[config.mk]
export PLATFORM = sky130hd
export DESIGN_NAME = tx_1101
export DESIGN_NICKNAME = d
export VERILOG_FILES = /design/src/rtl/fsm1101_pkg.sv /design/src/rtl/tx_1101.sv
export SDC_FILE = /design/constraint.sdc
export NUM_CORES = 1
export LEC_CHECK = 0
export BUFFER_PORTS_ARGS = -buffer_cell sky130_fd_sc_hd__buf_2
export CAP_MARGIN = 20
export CORE_AREA = 4 4 57 59
export DETAILED_ROUTE_END_ITERATION = 7
export DIE_AREA = 0 0 61 63
export PLACE_DENSITY_LB_ADDON = 0.08
export SKIP_LAST_GASP = 1
export SYNTH_ARGS = -nofsm -noshare
export SYNTH_HDL_FRONTEND = slang
export SYNTH_SLANG_ARGS = --single-unit
[constraint.sdc]
create_clock -name clk -period 2.2 [get_ports clk]
set_input_delay 0.44 -clock clk [delete_from_list [all_inputs] [get_ports clk]]
set_output_delay 0.44 -clock clk [all_outputs]
set_load 0.005 [all_outputs]
[src/rtl/fsm1101_pkg.sv]
// fsm1101_pkg: definitions shared by the 1101 frame transmitter and the
// 1101 sequence detectors.
//   state_t   - transmitter FSM state encoding
//   PREAMBLE  - frame sync word, sent MSB first (the detectors look for it)
//   STUFF_PAT - three most recent line bits that force a stuffed 0
//   HIST_INIT - last three preamble bits, the history seen when payload starts
package fsm1101_pkg;

  typedef enum logic [2:0] {
    ST_IDLE  = 3'd0,
    ST_PRE   = 3'd1,
    ST_DATA  = 3'd2,
    ST_STUFF = 3'd3,
    ST_DONE  = 3'd4
  } state_t;

  localparam logic [3:0] PREAMBLE  = 4'b1101;
  localparam logic [2:0] STUFF_PAT = 3'b110;
  localparam logic [2:0] HIST_INIT = 3'b101;

endpackage

[src/rtl/tx_1101.sv]
// tx_1101: serial frame transmitter. Each accepted WIDTH-bit word goes out
// MSB first behind a 1101 preamble. A 0 is stuffed whenever the last three
// line bits are 110 and payload remains, so 1101 never reappears inside the
// frame.
// Ports:
//   clk   - clock, all state changes on posedge
//   reset - synchronous active-high reset, highest priority
//   start - frame request, honoured only in IDLE
//   data  - payload, captured on the accepting edge
//   x     - registered serial line
//   busy  - registered, high while preamble/payload/stuff bits are on x
//   done  - registered one-cycle pulse after the last payload bit
//   stuff - registered, high while x carries a stuffed 0
module tx_1101
  import fsm1101_pkg::*;
#(
  parameter int WIDTH = 8
) (
  input  logic             clk,
  input  logic             reset,
  input  logic             start,
  input  logic [WIDTH-1:0] data,
  output logic             x,
  output logic             busy,
  output logic             done,
  output logic             stuff
);

  localparam int CW = $clog2(WIDTH + 1);
  localparam logic [CW-1:0] LAST_CNT = CW'(WIDTH);

  state_t           state_r, state_n;
  logic [1:0]       pre_idx_r, pre_idx_n;
  logic [CW-1:0]    cnt_r, cnt_n;
  logic [WIDTH-1:0] shreg_r, shreg_n;
  logic [2:0]       hist_r, hist_n;
  logic             x_n;
  logic             x_fix_s;
  logic             load_bit_s;
  logic             capture_s;

  // Next-state logic. The registered outputs reflect the state being
  // entered, so every output change lands on the same edge as the state.
  // cnt_r counts payload bits already placed on x; hist_r holds the last
  // three bits placed on x, including the one currently driven.
  always_comb begin
    state_n    = state_r;
    pre_idx_n  = pre_idx_r;
    hist_n     = hist_r;
    x_fix_s    = 1'b0;
    load_bit_s = 1'b0;
    capture_s  = 1'b0;
    case (state_r)
      ST_IDLE: begin
        if (start) begin
          state_n   = ST_PRE;
          capture_s = 1'b1;
          pre_idx_n = 2'd0;
          x_fix_s   = PREAMBLE[3];
        end else begin
          state_n = ST_IDLE;
        end
      end
      ST_PRE: begin
        if (pre_idx_r == 2'd3) begin
          // The first payload bit joins the preamble tail in the history.
          state_n    = ST_DATA;
          load_bit_s = 1'b1;
          hist_n     = {HIST_INIT[1:0], shreg_r[WIDTH-1]};
        end else begin
          pre_idx_n = pre_idx_r + 2'd1;
          x_fix_s   = PREAMBLE[2'd2 - pre_idx_r];
        end
      end
      ST_DATA: begin
        if (cnt_r == LAST_CNT) begin
          state_n = ST_DONE;
        end else if (hist_r == STUFF_PAT) begin
          state_n = ST_STUFF;
          hist_n  = {hist_r[1:0], 1'b0};
        end else begin
          load_bit_s = 1'b1;
          hist_n     = {hist_r[1:0], shreg_r[WIDTH-1]};
        end
      end
      ST_STUFF: begin
        state_n    = ST_DATA;
        load_bit_s = 1'b1;
        hist_n     = {hist_r[1:0], shreg_r[WIDTH-1]};
      end
      ST_DONE: begin
        state_n = ST_IDLE;
      end
      default: begin
        state_n = ST_IDLE;
      end
    endcase

    // Payload shifter: shreg_r[WIDTH-1] is always the next bit to send.
    if (capture_s) begin
      shreg_n = data;
      cnt_n   = '0;
      x_n     = x_fix_s;
    end else if (load_bit_s) begin
      shreg_n = shreg_r << 1;
      cnt_n   = cnt_r + CW'(1);
      x_n     = shreg_r[WIDTH-1];
    end else begin
      shreg_n = shreg_r;
      cnt_n   = cnt_r;
      x_n     = x_fix_s;
    end
  end

  // State, datapath and output registers.
  always_ff @(posedge clk) begin
    if (reset) begin
      state_r   <= ST_IDLE;
      pre_idx_r <= 2'd0;
      cnt_r     <= '0;
      shreg_r   <= '0;
      hist_r    <= 3'b000;
      x         <= 1'b0;
      busy      <= 1'b0;
      done      <= 1'b0;
      stuff     <= 1'b0;
    end else begin
      state_r   <= state_n;
      pre_idx_r <= pre_idx_n;
      cnt_r     <= cnt_n;
      shreg_r   <= shreg_n;
      hist_r    <= hist_n;
      x         <= x_n;
      busy      <= (state_n == ST_PRE) || (state_n == ST_DATA) || (state_n == ST_STUFF);
      done      <= (state_n == ST_DONE);
      stuff     <= (state_n == ST_STUFF);
    end
  end

endmodule

==> impl_summary.txt <==
----------------------------------------------------
[Yosys]
  Count of warnings emitted by yosys ... 0
  Xor and xnor area share after synthesis ... 0%
  Register bit total from synthesis ... 24
  Number of nets produced by synthesis ... approximately 140
  Post-Synth Adder-Cell Area ... 4.12%
  Synth Area in Compound Gates ... 22.5%
  Post-synth ARST share ... 0%
  Seq/Total Area, Yosys ... 39.5%
  Yosys cell types ... 39
  Dominant combinational cell family by area after synthesis ... simple AND/OR/NAND/NOR gates
  Mux cell area share after synthesis ... around 2.5%
  Instance count of the mapped netlist ... roughly 130
  Area fraction in and, or, nand and nor cells after synthesis ... between 20% and 30%
  Average footprint of a synthesized cell ... around 9.6 sq um
  Prevailing post-synth register cell ... dfxtp_1
  Combined area of all synthesized cells ... 1210 sq um
  Number of enable flip-flop cells after synthesis ... 0

[Global route]
  Initial antenna violation count ... 0
  Leftover overflow at the end of global routing ... 0
  GRT Resource Usage Total ... about 14%
  Global-route wire length before repair ... 4.45 mm
  Largest net degree at the start of global routing ... 23
  Vias in the first global route ... about 950

[Clock network]
  CTS sink count ... 24
  Total of cells resized after clock tree synthesis ... 0
  Number of H-tree levels ... 1
  Cts hold-fix bufs ... 0
  Total clock buffers created by CTS ... 3
  Clock Latency Late Sink ... ~0.31 ns
  Clock root buffer ... clkbuf_4
  Buffer count from post-CTS setup fixing ... 0
  CTS clk-pin slew, worst paths ... 0.13 ns
  Clock tree from TritonCTS ... built
  Buffer levels on the longest clock path ... 2

[Routing]
  Vias per std cell ... 5.87
  Total number of vias ... 981
  Number of DRC markers in iteration 0 ... 48
  Antenna-violating nets left ... 0
  Initial DRT Pass Iterations ... 4
  DRC violation count after routing ... 0
  Routed wire length per instance ... approximately 15 um
  Wirelength, routed ... ~2.4 mm

[Floorplan]
  Count of pins on the block boundary ... 15
  Floorplan die area ... between 3000 and 4000 sq um
  Area inside the core boundary ... ~2700 sq um
  Chip width ... 61 um
  Std-Cell Rows ... 19
  Die height ... approximately 63 um
  Initial cell density of the core ... approximately 45%

[STA]
  Max_slew headroom ... between 50% and 60%
  Part of the cycle the worst path needs ... 84.0%
  Crit path time final ... 1.85 ns
  TNS Setup ... 0 ns
  Final Hold Viols ... 0
  Unrepaired setup endpoints after global routing ... false
  Achievable Freq ... around 540 MHz
  Pin slew with the least headroom to its limit ... 0.618 ns
  Skew final ... roughly 0.0035 ns
  Final number of max-transition violations ... 0
  Final number of setup-violating endpoints ... 0

[Critical path]
  Worst reg2reg path endpoint ... shreg_r[4]
  Critical path startpoint category ... flop
  CP startpoint ... state_r[0]
  Data required, critical path ... between 2 and 2.5 ns
  Worst-path maximum fanout ... 13
  Reg-to-reg slack, setup ... roughly 0.35 ns
  Worst setup endpoint ... shreg_r[4]
  Endpoint kind of the worst setup timing path ... flop
  Crit path arrival time ... roughly 2 ns
  Startpoint of the worst-slack reg-to-reg timing path ... state_r[0]
  Depth of the most critical reg-to-reg path ... 4
  Setup CP Type ... flop to flop

[Status]
  Result of the run ... finished clean

[Finish]
  Fillers ... 268
  Fraction of layout instances using a drive strength above 1 ... between 10% and 20%
  Final cell count without fillers ... roughly 170
  Count of inserted antenna diode cells ... 0
  Area Overhead vs Synth ... 8.65%
  Net count of the finished layout ... ~150

[Pwr]
  Leakage power figure ... around 0.5 nW
  PD cells ... between 500 and 600 nW/um^2
  Sequential group share of total power ... 59.9%
  Power spent charging and discharging nets ... 0.184 mW
  Switching power share of the total ... 23.6%
  Clock network fraction of total power ... 30.1%
  VDD IR max ... between 0.3 and 0.4 mV
  Combinational share of power ... roughly a tenth
  P_int ... about 0.59 mW

[Placed design]
  I/O Buffers ... 14
  Final Wtd Congestion ... around 0.77
  Number of placed instances, taps included ... 163
  Detailed placer's ending HPWL ... 1.70 mm

[Worst hold path]
  Hold Path Class ... primary input to flop

[Job]
  Maxcap violations ... 0

----------------------------------------------------
-- cell usage in the layout, fill, tap and decap left out, types with 3 or more instances in the layout --
master / n
a21oi_1: 7
a222oi_1: 6
buf_2: 14
clkbuf_4: 3
dfxtp_1: 24
ha_1: 4
inv_1: 5
mux2i_1: 3
nand2_1: 4
nand4b_1: 4
nor2_1: 6
nor2b_1: 8
o21ai_0: 7
o2bb2ai_1: 6
or3_1: 3
-- state kept, by name, indices dropped and copies added (netlist names) --
name       flops
busy           1
stuff          1
x              1
done           1
state_r        3
shreg_r        8
hist_r         3
pre_idx_r      2
cnt_r          4
-- worst min path at each step --
stage	startpoint	end	slack, ns	cells after the start
after global routing	data[0]	shreg_r[0]	0.36	3
final	data[0]	shreg_r[0]	0.36	3
after global placement	shreg_r[6]	shreg_r[6]	0.44	1
after detailed placement	shreg_r[6]	shreg_r[6]	0.44	1
after floorplan	shreg_r[6]	shreg_r[6]	0.43	1
after CTS	data[0]	shreg_r[0]	0.35	3
-- routing by layer --
| metal | vias up | global-route usage (%) | routed length [um] |
|---|---|---|---|
| li1 | 496 | - | - |
| met5 | - | 0 | 0 |
| met2 | 14 | 19.4 | 1020 |
| met4 | 0 | 5.42 | 20 |
| met3 | 2 | 2.07 | 83 |
| met1 | 469 | 22.8 | 1300 |
-- power groups by stage --
| stage | Clock [mW] | Sequential (mW) | Combinational (mW) |
|---|---|---|---|
| global placement | 0 | 0.475 | 0.0768 |
| global route | 0.261 | 0.470 | 0.0884 |
| floorplan | 0 | 0.469 | 0.0617 |
| CTS | 0.244 | 0.466 | 0.0777 |
| finish | 0.234 | 0.466 | 0.0775 |
| detailed placement | 0 | 0.475 | 0.0771 |
-- synthesized netlist by cell type, types with 2 or more instances --
master      n  share of area, %
buf_2       5               2.1
ha_1        4               4.1
a21oi_1     7               2.9
nand2b_1    2               1.0
nor4_1      2               1.0
o2bb2ai_1   6               4.3
nand2_1     4               1.2
o21ai_0     7               2.9
clkbuf_1    3              0.93
nor4b_1     2               1.4
nor3_1      2              0.82
nand4b_1    4               2.9
a21boi_0    2               1.2
mux2i_1     3               2.5
a21oi_2     2               1.4
inv_1       5               1.5
dfxtp_1    24                40
or3_1       3               1.5
nor2b_1     8               4.1
nand3_1     2              0.82
a222oi_1    6               4.9
nor2_1      6               1.9
-- logic make-up (layout without fill, tap and decap cells) --
group	Yosys count	after routing
AND/OR/NAND/NOR	45	45
AO/OA/AOI/OAI	36	36
flip-flops	24	24
buffers and inverters	14	24
adder cells (fa/ha/maj)	4	4
multiplexers	3	3
-- through the flow --
step / util, % / total power [mW] / area, sq um / hold WS, ns / setup slack (ns)
floorplan: - / 0.531 / 1210 / 0.426 / 0.695
global placement: 47.4 / 0.552 / 1280 / 0.441 / 0.400
detailed placement: 47.4 / 0.552 / 1280 / 0.445 / 0.371
CTS: 48.7 / 0.788 / 1320 / 0.354 / 0.343
global route: 48.7 / 0.819 / 1320 / 0.358 / 0.182
finish: 48.7 / 0.777 / 1320 / 0.364 / 0.351
-- worst max-delay path, stage by stage, from the launching register on --
cell       delay (ns)
dfxtp_1          0.46
nor4b_4          0.65
nor2_1           0.19
and3_1           0.28
o2bb2ai_1        0.15
-- cell type report --
| type | instances | area [sq um] | share of cell area (%) |
|---|---|---|---|
| inverter | 5 | 18.8 | 1.42 |
| multi-input combinational | 88 | 668 | 50.6 |
| tap | 31 | 38.8 | 2.94 |
| sequential | 24 | 480 | 36.4 |
| clock buffer | 4 | 36.3 | 2.75 |
| timing repair buffer | 15 | 77.6 | 5.88 |
Power figures use the tool's default switching activity.
